==> src/rtl/composer_pkg.sv <==
// Shared types and scan-code constants for the composer sequencer.
// Included by the key decoder and the top-level FSM.
package composer_pkg;

  typedef enum logic [3:0] {
    ST_MENU,
    ST_LIST,
    ST_SONGS,
    ST_DRAW,
    ST_EDIT,
    ST_INSERT,
    ST_DELETE,
    ST_PLAY,
    ST_END
  } state_t;

  typedef enum logic [2:0] {
    NOTE_C, NOTE_D, NOTE_E, NOTE_F, NOTE_G, NOTE_A, NOTE_B
  } note_t;

  typedef enum logic [2:0] {
    CMD_NONE,
    CMD_ENTER,
    CMD_ESC,
    CMD_PLAY,
    CMD_DELETE,
    CMD_COMPOSE,
    CMD_SONGS,
    CMD_NOTE
  } cmd_t;

  localparam logic [7:0] SC_BREAK = 8'hF0;
  localparam logic [7:0] SC_EXT   = 8'hE0;
  localparam logic [7:0] SC_ENTER = 8'h5A;
  localparam logic [7:0] SC_ESC   = 8'h76;
  localparam logic [7:0] SC_SPACE = 8'h29;
  localparam logic [7:0] SC_BKSP  = 8'h66;
  localparam logic [7:0] SC_ONE   = 8'h16;
  localparam logic [7:0] SC_TWO   = 8'h1E;
  localparam logic [7:0] SC_A     = 8'h1C;
  localparam logic [7:0] SC_S     = 8'h1B;
  localparam logic [7:0] SC_D     = 8'h23;
  localparam logic [7:0] SC_F     = 8'h2B;
  localparam logic [7:0] SC_G     = 8'h34;
  localparam logic [7:0] SC_H     = 8'h33;
  localparam logic [7:0] SC_J     = 8'h3B;

  // States that wait on a datapath done handshake under the timeout watchdog.
  function automatic logic is_timed(state_t s);
    return (s == ST_DRAW) || (s == ST_INSERT) || (s == ST_PLAY) || (s == ST_END);
  endfunction

endpackage

==> src/rtl/ps2_cmd_decode.sv <==
// Turns PS/2 set-2 bytes into one-cycle user commands.
// Break codes (F0 xx) are swallowed; the E0 prefix is ignored entirely.
module ps2_cmd_decode
  import composer_pkg::*;
(
  input  logic       clock,
  input  logic       reset,
  input  logic [7:0] i_key_data,
  input  logic       i_key_valid,
  output logic       o_cmd_valid,
  output cmd_t       o_cmd,
  output note_t      o_note
);

  logic r_break;
  logic w_is_prefix;

  assign w_is_prefix = (i_key_data == SC_BREAK) || (i_key_data == SC_EXT);

  always_ff @(posedge clock) begin
    if (reset) begin
      r_break <= 1'b0;
    end else if (i_key_valid) begin
      if (i_key_data == SC_BREAK) begin
        r_break <= 1'b1;
      end else if (i_key_data != SC_EXT) begin
        r_break <= 1'b0;
      end
    end
  end

  // Combinational so a key in cycle t can move the FSM at the next edge.
  always_comb begin
    o_cmd_valid = i_key_valid && !w_is_prefix && !r_break;
    o_cmd       = CMD_NONE;
    o_note      = NOTE_C;
    case (i_key_data)
      SC_ENTER: o_cmd = CMD_ENTER;
      SC_ESC:   o_cmd = CMD_ESC;
      SC_SPACE: o_cmd = CMD_PLAY;
      SC_BKSP:  o_cmd = CMD_DELETE;
      SC_ONE:   o_cmd = CMD_COMPOSE;
      SC_TWO:   o_cmd = CMD_SONGS;
      SC_A:     begin o_cmd = CMD_NOTE; o_note = NOTE_C; end
      SC_S:     begin o_cmd = CMD_NOTE; o_note = NOTE_D; end
      SC_D:     begin o_cmd = CMD_NOTE; o_note = NOTE_E; end
      SC_F:     begin o_cmd = CMD_NOTE; o_note = NOTE_F; end
      SC_G:     begin o_cmd = CMD_NOTE; o_note = NOTE_G; end
      SC_H:     begin o_cmd = CMD_NOTE; o_note = NOTE_A; end
      SC_J:     begin o_cmd = CMD_NOTE; o_note = NOTE_B; end
      default:  o_cmd = CMD_NONE;
    endcase
  end

endmodule

==> src/rtl/composer_fsm.sv <==
// Top-level composer sequencer: screen FSM, note-slot counter and done-handshake
// watchdog. Every output is a flop; enables are decoded from the next state.
module composer_fsm
  import composer_pkg::*;
#(
  parameter int MAX_NOTES = 16,
  parameter int CW        = 5,
  parameter int TIMEOUT   = 500_000_000,
  parameter int TW        = 29
) (
  input  logic          clock,
  input  logic          reset,
  input  logic [7:0]    key_data,
  input  logic          key_valid,
  input  logic          score_drawn,
  input  logic          insert_delay_done,
  input  logic          play_done,
  input  logic          end_done,
  output logic          menu_enable,
  output logic          list_enable,
  output logic          song_list_enable,
  output logic          draw_score,
  output logic          note_enable,
  output logic          insert_enable,
  output logic          delete_enable,
  output logic          play_enable,
  output logic          end_vga_display,
  output logic [2:0]    note_code,
  output logic [CW-1:0] note_count,
  output logic          is_full,
  output logic          timeout_err
);

  localparam logic [CW-1:0] FULL_COUNT = CW'(MAX_NOTES);
  localparam logic [TW-1:0] TIMER_LAST = TW'(TIMEOUT - 1);

  state_t        r_state;
  state_t        w_state_next;
  logic          w_cmd_valid;
  cmd_t          w_cmd;
  note_t         w_note;
  logic [TW-1:0] r_timer;
  logic          w_expired;
  logic          w_abort;
  logic [CW-1:0] r_note_count;
  logic [CW-1:0] w_count_next;
  logic          r_is_full;
  note_t         r_note_code;
  logic          r_timeout_err;
  logic [8:0]    w_enables;
  logic [8:0]    r_enables;

  ps2_cmd_decode u_decode (
    .clock       (clock),
    .reset       (reset),
    .i_key_data  (key_data),
    .i_key_valid (key_valid),
    .o_cmd_valid (w_cmd_valid),
    .o_cmd       (w_cmd),
    .o_note      (w_note)
  );

  assign w_expired = (r_timer == TIMER_LAST);

  always_ff @(posedge clock) begin
    if (reset) begin
      r_state <= ST_MENU;
    end else begin
      r_state <= w_state_next;
    end
  end

  // Done inputs are tested before the watchdog so a same-cycle done wins.
  always_comb begin
    w_state_next = r_state;
    w_abort      = 1'b0;
    case (r_state)
      ST_MENU: begin
        if (w_cmd_valid && w_cmd == CMD_ENTER) w_state_next = ST_LIST;
      end
      ST_LIST: begin
        if (w_cmd_valid) begin
          case (w_cmd)
            CMD_COMPOSE: w_state_next = ST_DRAW;
            CMD_SONGS:   w_state_next = ST_SONGS;
            CMD_ESC:     w_state_next = ST_MENU;
            default:     w_state_next = ST_LIST;
          endcase
        end
      end
      ST_SONGS: begin
        if (w_cmd_valid && w_cmd == CMD_ESC) w_state_next = ST_LIST;
      end
      ST_DRAW: begin
        if (score_drawn) begin
          w_state_next = ST_EDIT;
        end else if (w_expired) begin
          w_state_next = ST_EDIT;
          w_abort      = 1'b1;
        end
      end
      ST_EDIT: begin
        if (w_cmd_valid) begin
          case (w_cmd)
            CMD_NOTE:   if (!r_is_full) w_state_next = ST_INSERT;
            CMD_DELETE: if (r_note_count != '0) w_state_next = ST_DELETE;
            CMD_PLAY:   if (r_note_count != '0) w_state_next = ST_PLAY;
            CMD_ESC:    w_state_next = ST_END;
            default:    w_state_next = ST_EDIT;
          endcase
        end
      end
      ST_INSERT: begin
        if (insert_delay_done) begin
          w_state_next = ST_EDIT;
        end else if (w_expired) begin
          w_state_next = ST_EDIT;
          w_abort      = 1'b1;
        end
      end
      ST_DELETE: w_state_next = ST_EDIT;
      ST_PLAY: begin
        if (play_done) begin
          w_state_next = ST_EDIT;
        end else if (w_expired) begin
          w_state_next = ST_EDIT;
          w_abort      = 1'b1;
        end
      end
      ST_END: begin
        if (end_done) begin
          w_state_next = ST_MENU;
        end else if (w_expired) begin
          w_state_next = ST_MENU;
          w_abort      = 1'b1;
        end
      end
      default: w_state_next = ST_MENU;
    endcase
  end

  // Bit order: menu, list, songs, draw, note, insert, delete, play, end.
  always_comb begin
    w_enables = '0;
    case (w_state_next)
      ST_MENU:   w_enables = 9'b1_0000_0000;
      ST_LIST:   w_enables = 9'b0_1000_0000;
      ST_SONGS:  w_enables = 9'b0_0100_0000;
      ST_DRAW:   w_enables = 9'b0_0010_0000;
      ST_EDIT:   w_enables = 9'b0_0001_0000;
      ST_INSERT: w_enables = 9'b0_0000_1000;
      ST_DELETE: w_enables = 9'b0_0000_0100;
      ST_PLAY:   w_enables = 9'b0_0000_0010;
      ST_END:    w_enables = 9'b0_0000_0001;
      default:   w_enables = '0;
    endcase
  end

  always_comb begin
    w_count_next = r_note_count;
    if (w_state_next == ST_DRAW && r_state != ST_DRAW) begin
      w_count_next = '0;
    end else if (r_state == ST_INSERT && insert_delay_done && r_note_count != FULL_COUNT) begin
      w_count_next = r_note_count + CW'(1);
    end else if (r_state == ST_DELETE && r_note_count != '0) begin
      w_count_next = r_note_count - CW'(1);
    end
  end

  always_ff @(posedge clock) begin
    if (reset) begin
      r_enables     <= 9'b1_0000_0000;
      r_timer       <= '0;
      r_note_count  <= '0;
      r_is_full     <= 1'b0;
      r_note_code   <= NOTE_C;
      r_timeout_err <= 1'b0;
    end else begin
      r_enables     <= w_enables;
      r_note_count  <= w_count_next;
      r_is_full     <= (w_count_next == FULL_COUNT);
      r_timeout_err <= w_abort;
      if (w_state_next != r_state) begin
        r_timer <= '0;
      end else if (is_timed(r_state)) begin
        r_timer <= r_timer + TW'(1);
      end
      if (r_state == ST_EDIT && w_cmd_valid && w_cmd == CMD_NOTE && !r_is_full) begin
        r_note_code <= w_note;
      end
    end
  end

  assign {menu_enable, list_enable, song_list_enable, draw_score, note_enable,
          insert_enable, delete_enable, play_enable, end_vga_display} = r_enables;
  assign note_code   = r_note_code;
  assign note_count  = r_note_count;
  assign is_full     = r_is_full;
  assign timeout_err = r_timeout_err;

endmodule

==> config.mk <==
export PLATFORM = sky130hd
export DESIGN_NAME = composer_fsm
export DESIGN_NICKNAME = d
export VERILOG_FILES = /design/src/rtl/composer_pkg.sv /design/src/rtl/ps2_cmd_decode.sv /design/src/rtl/composer_fsm.sv
export SDC_FILE = /design/constraint.sdc
export NUM_CORES = 1
export LEC_CHECK = 0
export ABC_AREA = 1
export BUFFER_PORTS_ARGS = -buffer_cell sky130_fd_sc_hd__buf_2
export CELL_PAD_IN_SITES_DETAIL_PLACEMENT = 0
export CELL_PAD_IN_SITES_GLOBAL_PLACEMENT = 1
export CORE_ASPECT_RATIO = 1.5
export CORE_UTILIZATION = 42
export DETAILED_ROUTE_END_ITERATION = 10
export HOLD_SLACK_MARGIN = 0.03
export PLACE_DENSITY_LB_ADDON = 0.1
export SETUP_SLACK_MARGIN = 0.2
export SLEW_MARGIN = 20
export SYNTH_ARGS = -nofsm -noshare
export SYNTH_HDL_FRONTEND = slang
export SYNTH_HIERARCHICAL = 1
export SYNTH_SLANG_ARGS = --single-unit
==> constraint.sdc <==
create_clock -name clock -period 2.75 [get_ports clock]
set_input_delay 0.55 -clock clock [delete_from_list [all_inputs] [get_ports clock]]
set_output_delay 0.55 -clock clock [all_outputs]
set_load 0.005 [all_outputs]
==> impl_metrics.env, run 1 <==
export IMPL_place_hpwl_um=6963
export IMPL_synth_edf_count=0
export IMPL_cp_max_fo=8
export IMPL_holdPathEnd="u_decode/r_break$_SDFFE_PP0P_"
export IMPL_cts_root_buffer="clkbuf_16"
export IMPL_viasPerCell=4.821
export IMPL_status="completed"
export IMPL_clock_sinks=53
export IMPL_area_growth_pct=30.63
export IMPL_path_cells="buf_6, inv_2, nand2_4, nor2_4, nand2_2, nand2_2, nor2_4, nand4_1, inv_2, nand4_1, nor3_2, nor3_4, nand4_1, nand2_1, nor2_2, nand3_4, clkbuf_16, nor2_4"
export IMPL_hold_buffers=0
export IMPL_leakagePower_nw=2.000
export IMPL_slowest_delay_ns=0.31
export IMPL_final_hold_viol_count=0
export IMPL_critPathRequiredTime_ns=2.98
export IMPL_cts_tree="done"
export IMPL_peakVddDrop_v=0.0002575
export IMPL_syn_nets=552
export IMPL_r2r_slack_ns=0.47
export IMPL_antenna_found_initial=0
export IMPL_drt_wl_total_um=8915
export IMPL_async_flop_share_pct=0
export IMPL_r2r_cells=11
export IMPL_cp_end_kind="register"
export IMPL_maxCapViolCount=0
export IMPL_path_buf_inv=4
export IMPL_htree_levels=2
export IMPL_maxSlewViolCount=0
export IMPL_finalCritPeriodShare_pct=94.28
export IMPL_avgSynthCellArea_um2=6.568
export IMPL_worstMarginPinSlew_ns=0.5215
export IMPL_crit_type="primary input to register"
export IMPL_synth_ff_latch_count=53
export IMPL_start_kind="primary input"
export IMPL_final_common_cell="nand2_1"
export IMPL_critical_path_top_delay_family="simple AND/OR/NAND/NOR gates"
export IMPL_portBuffers=33
export IMPL_wl_per_cell_um=12.49
export IMPL_slew_headroom_pct=65.11
export IMPL_rr_startpoint="r_timer[1]$_SDFFE_PP0P_"
export IMPL_p_per_area_mw_per_mm2=340.3
export IMPL_vias=3442
export IMPL_tns_ns=0
export IMPL_die_y_um=113.8
export IMPL_grt_usage_pct=20.84
export IMPL_cts_buffer_depth=2
export IMPL_final_util_pct=56.75
export IMPL_hp_start="u_decode/r_break$_SDFFE_PP0P_"
export IMPL_drcViolationCount=0
export IMPL_layout_drive_gt1_share_pct=31.20
export IMPL_timing_fmax_mhz=385.7
export IMPL_synth_ff_type="dfxtp_1"
export IMPL_cts_reportedPaths_clkPinSlew_ns=0.07
export IMPL_yosysSeqAreaShare_pct=30.31
export IMPL_ios=34
export IMPL_holdPathStages=2
export IMPL_rsz0062_at_grt="yes"
export IMPL_min_period_ns=2.593
export IMPL_fin_hold_ws_ns=0.4944
export IMPL_place_congestion=0.8847
export IMPL_final_cell_mix="nand2_1, nor2_1, inv_1"
export IMPL_detail_route_antenna_nets=0
export IMPL_grt_max_degree=18
export IMPL_antenna_cells=0
export IMPL_cp_slowest_cell="nor3_2"
export IMPL_finalPower_mw=1.556
export IMPL_cp_arrival_ns=2.83
export IMPL_finalSetupViolations=0
export IMPL_drt_pass1_iterations=4
export IMPL_finalClockSkew_ns=0.005210
export IMPL_numCtsBuffers=5
export IMPL_dieArea_mm2=0.008712
export IMPL_grt_pass1_wl_um=14500
export IMPL_rows=40
export IMPL_syn_instance_count=533
export IMPL_yosysWarnings=6
export IMPL_r2r_end="r_timer[28]$_SDFFE_PP0P_"
export IMPL_initial_core_util_pct=43.45
export IMPL_min_path_type="register to register"
export IMPL_synth_cell_types=36
export IMPL_grt_overflow_total=0
export IMPL_nets=627
export IMPL_die_w_um=76.55
export IMPL_grt_pass1_vias=3328
export IMPL_drt_iter0_drc=58
export IMPL_netlist_area_mm2=0.003501
export IMPL_insertion_delay_ns=0.29
export IMPL_core_mm2=0.008058
-- synth_stat cells, drive strengths merged, types with 2 or more instances --
library cell | instances | area, um2
nand3b | 2 | 27.53
a21oi | 9 | 48.80
o21ai | 15 | 75.07
dfxtp | 53 | 1061
nor3 | 23 | 141.4
inv | 84 | 315.3
nand2 | 128 | 518.0
nor2 | 123 | 604.3
nor4 | 5 | 31.28
xor2 | 27 | 236.5
buf | 3 | 36.28
nand3 | 33 | 190.2
xnor2 | 2 | 17.52
ha | 4 | 50.05
nand4 | 15 | 100.1
-- per-layer routing --
| layer | wire length [um] | global-route usage (%) | part of all wire [%] | up-vias |
|---|---|---|---|---|
| met2 | 5260 | 44.14 | 59 | 39 |
| met5 | 0 | 0 | 0 | - |
| li1 | - | - | - | 1812 |
| met3 | 154 | 2.640 | 1.7 | 15 |
| met1 | 3273 | 19.44 | 37 | 1576 |
| met4 | 226 | 8.462 | 2.5 | 0 |
-- cell families (layout without fill, tap and decap cells) --
family	after synthesis	count (layout)	share of synthesized area [%]
adder cells (fa/ha/maj)	4	4	1.430
buffers and inverters	89	165	10.26
multiplexers	1	1	0.2859
AO/OA/AOI/OAI	27	27	4.182
AND/OR/NAND/NOR	330	330	46.28
XOR/XNOR	29	29	7.255
flip-flops	53	53	30.31
-- final cells by class --
class	count	area, um2
inverters	85	334.1
well taps	105	131.4
repair buffers	72	549.3
fillers	834	3485
clock buffers	5	125.1
multi-input cells	391	2350
clock inverters	3	22.52
flip-flops and latches	53	1061
-- power by group --
group          leakage [nW]  total (mW)  internal (mW)  switching (mW)
clock network        0.0738       0.628          0.339           0.289
registers             0.427       0.770          0.768         0.00120
logic                  1.50       0.158         0.0672          0.0912
-- worst min-delay path, cell delays in order, from the launching register on --
cell and delay, ns:
dfxtp_1 0.33, a21oi_1 0.04, nor2_1 0.09
-- worst max path at each step --
stage / start / to / slack, ns / depth (start not counted)
after CTS: key_data[5] / r_timer[24]$_SDFFE_PP0P_ / 0.25 / 20
final: key_data[4] / r_timer[10]$_SDFFE_PP0P_ / 0.16 / 18
after detailed placement: key_data[5] / r_timer[5]$_SDFFE_PP0P_ / -0.18 / 20
after global routing: key_data[4] / r_timer[15]$_SDFFE_PP0P_ / -0.06 / 18
after floorplan: key_data[4] / r_timer[14]$_SDFFE_PP0P_ / 0.21 / 20
after global placement: key_data[5] / is_full$_SDFF_PP0_ / -0.10 / 21
-- metrics by stage --
stage | instance area [um2] | setup WS, ns | std cells
4_1_cts | 4140 | 0.2484 | 704
5_1_grt | 4573 | -0.06286 | 714
3_3_place_gp | 3978 | -0.1009 | 694
2_1_floorplan | 3506 | 0.2133 | 533
3_5_place_dp | 3978 | -0.1751 | 694
6_report | 4573 | 0.1574 | 714
-- registers in the layout, indices dropped and copies added, names as in the netlist --
signal,count
r_timer,29
r_enables,9
note_count,5
r_state,4
note_code,3
is_full,1
timeout_err,1
u_decode/r_break,1
-- repair_timing --
action	4_1_cts	5_1_grt
pin swaps	1	43
buffers inserted	2	9
cloned	0	1
setup endpoints to repair	30	42
gates resized for setup	0	95
No activity file was read; power rests on OpenSTA's default activity.
==> inputs of run 2 (changes only) <==
--- a/config.mk
+++ b/config.mk
@@ -7,13 +7,13 @@
 export LEC_CHECK = 0
 export ABC_AREA = 1
 export BUFFER_PORTS_ARGS = -buffer_cell sky130_fd_sc_hd__buf_2
-export CELL_PAD_IN_SITES_DETAIL_PLACEMENT = 0
+export CELL_PAD_IN_SITES_DETAIL_PLACEMENT = 1
 export CELL_PAD_IN_SITES_GLOBAL_PLACEMENT = 1
 export CORE_ASPECT_RATIO = 1.5
 export CORE_UTILIZATION = 42
 export DETAILED_ROUTE_END_ITERATION = 10
 export HOLD_SLACK_MARGIN = 0.03
-export PLACE_DENSITY_LB_ADDON = 0.1
+export PLACE_DENSITY = 0.81
 export SETUP_SLACK_MARGIN = 0.2
 export SLEW_MARGIN = 20
 export SYNTH_ARGS = -nofsm -noshare
==> run 2 against run 1 <==
Against the previous run:
- the flow now finishes with violations (setup timing)
- critical path depth rose by 3
- clock skew is 0.00059 ns lower
- sequential share of layout area decreased by 2.9 points
- register-to-register slack worse by 0.55 ns
- critical endpoint is now is_full$_SDFF_PP0_
- largest power group unchanged
- worst hold slack improved by 0.11 ns
==> impl_metrics.env, run 2 (synthesis gave the netlist of run 1 again) <==
export IMPL_regMostFlops="r_timer"
export IMPL_post_place_cells=708
export IMPL_holdPathStages=2
export IMPL_maxCapViolCount=0
export IMPL_violations="setup timing"
export IMPL_ios=34
export IMPL_core_mm2=0.008058
export IMPL_final_hold_viol_count=0
export IMPL_start_kind="primary input"
export IMPL_cts_tree="done"
export IMPL_finalCritPeriodShare_pct=123.1
export IMPL_dieArea_mm2=0.008712
export IMPL_die_w_um=76.55
export IMPL_cp_max_fo=5
export IMPL_worstMarginPinSlew_ns=0.5870
export IMPL_r2r_slack_ns=-0.08
export IMPL_antenna_found_initial=2
export IMPL_stdcell_count=763
export IMPL_grt_pass1_wl_um=21750
export IMPL_grt_overflow_total=0
export IMPL_min_path_type="register to register"
export IMPL_tns_ns=-22.17
export IMPL_layout_setup_ws_ns=-0.6348
export IMPL_rr_startpoint="r_state[0]$_SDFF_PP0_"
export IMPL_drt_iter0_drc=321
export IMPL_viasPerCell=6.003
export IMPL_rsz0062_at_grt="yes"
export IMPL_numCtsBuffers=5
export IMPL_p_per_area_mw_per_mm2=319.9
export IMPL_vias=4580
export IMPL_place_area_mm2=0.004108
export IMPL_largest_reg_flops=29
export IMPL_cts_reportedPaths_clkPinSlew_ns=0.07
export IMPL_cp_arrival_ns=3.59
export IMPL_cts_buffer_depth=2
export IMPL_die_y_um=113.8
export IMPL_place_hpwl_um=8466
export IMPL_rows=40
export IMPL_portBuffers=33
export IMPL_holdPathEnd="note_code[0]$_SDFFE_PP0P_"
export IMPL_clock_sinks=53
export IMPL_final_common_cell="nand2_1"
export IMPL_cp_end_kind="register"
export IMPL_area_growth_pct=49.32
export IMPL_finalSetupViolations=47
export IMPL_multi_input_comb_area_mm2=0.002530
export IMPL_initial_core_util_pct=43.45
export IMPL_wl_per_cell_um=26.46
export IMPL_min_period_ns=3.385
export IMPL_drcViolationCount=0
export IMPL_hold_buffers=0
export IMPL_place_congestion=0.8727
export IMPL_peakVddDrop_v=0.0002824
export IMPL_htree_levels=2
export IMPL_grt_usage_pct=32.60
export IMPL_grt_pass1_vias=4495
export IMPL_nets=674
export IMPL_cts_root_buffer="clkbuf_16"
export IMPL_critPathRequiredTime_ns=2.96
export IMPL_status="finished, violations left"
export IMPL_final_area_mm2=0.005228
export IMPL_timing_fmax_mhz=295.4
export IMPL_maxSlewViolCount=0
export IMPL_leakagePower_nw=2.340
export IMPL_crit_type="primary input to register"
export IMPL_r2r_cells=14
export IMPL_r2r_end="is_full$_SDFF_PP0_"
export IMPL_hp_start="note_code[0]$_SDFFE_PP0P_"
export IMPL_detail_route_antenna_nets=0
export IMPL_final_cell_mix="nand2_1, inv_1, nor2_1, buf_4, dfxtp_1"
export IMPL_grt_max_degree=17
export IMPL_slew_headroom_pct=60.81
export IMPL_insertion_delay_ns=0.30
export IMPL_seqCellArea_mm2=0.001061
export IMPL_finalClockSkew_ns=0.004624
export IMPL_drt_wl_total_um=20190
export IMPL_drt_pass1_iterations=7
export IMPL_layout_drive_gt1_share_pct=40.09
export IMPL_nFillCells=1026
[run 2: per-stage QoR]
stage          power, mW  hold slack [ns]  setup WS, ns  util (%)
6_report           1.672           0.6028       -0.6348     64.88
5_1_grt            1.690           0.5997       -0.7392     64.88
4_1_cts            1.586           0.4963        0.1644     57.42
3_5_place_dp      0.9140           0.4761       -0.2640     50.98
3_3_place_gp      0.9091           0.4703      -0.08750     50.98
2_1_floorplan     0.8537           0.4523        0.2133         -
[run 2: layout make-up]
| cell class | instances | share of cell area (%) |
|---|---|---|
| sequential | 53 | 20.30 |
| clock inverter | 2 | 0.2633 |
| antenna | 2 | 0.09574 |
| inverter | 85 | 6.582 |
| clock buffer | 6 | 2.657 |
| timing repair buffer | 119 | 19.20 |
| multi-input combinational | 391 | 48.40 |
| tap | 105 | 2.513 |
[run 2: what timing repair did]
action                     CTS  global route
setup buffers               27            16
cloned                       1             1
pin swaps                   18            38
setup endpoints to repair   35            49
resized for setup           37           123
[run 2: how the worst max path moves through the flow]
stage | from | endpoint | cells past startpoint
3_3_place_gp | key_data[2] | is_full$_SDFF_PP0_ | 21
2_1_floorplan | key_data[4] | r_timer[14]$_SDFFE_PP0P_ | 20
3_5_place_dp | key_data[4] | r_timer[18]$_SDFFE_PP0P_ | 20
5_1_grt | key_data[6] | is_full$_SDFF_PP0_ | 21
4_1_cts | key_data[7] | r_timer[5]$_SDFFE_PP0P_ | 20
6_report | key_data[6] | is_full$_SDFF_PP0_ | 21
[run 2: report_power, final]
part / switching [mW] / leakage, nW / internal, mW / total (mW)
Sequential: 0.00220 / 0.427 / 0.768 / 0.770
Combinational: 0.134 / 1.84 / 0.0918 / 0.226
Clock: 0.312 / 0.0768 / 0.364 / 0.676
[run 2: critical path, cell delays in order]
cell and delay (ns):
buf_8 0.10, buf_4 0.13, nand2_1 0.15, nor2_1 0.12, o21ai_1 0.38, nand4_1 0.26
buf_6 0.21, inv_2 0.06, nand3_2 0.09, nand2_2 0.15, nand2_2 0.10, o21ai_2 0.18
nand2_2 0.11, nand2_2 0.09, buf_4 0.12, inv_1 0.05, nand2_2 0.13, nand2_4 0.12
nor2_4 0.14, a21oi_1 0.09, nor2_1 0.23
[run 2: metal layers]
layer | vias to the layer above | global-route usage, % | routed length, um
met2 | 289 | 67.45 | 10080
met4 | 0 | 25.13 | 2373
met1 | 2201 | 27.07 | 6341
met5 | - | 0 | 0
met3 | 184 | 4.240 | 1390
li1 | 1906 | - | -
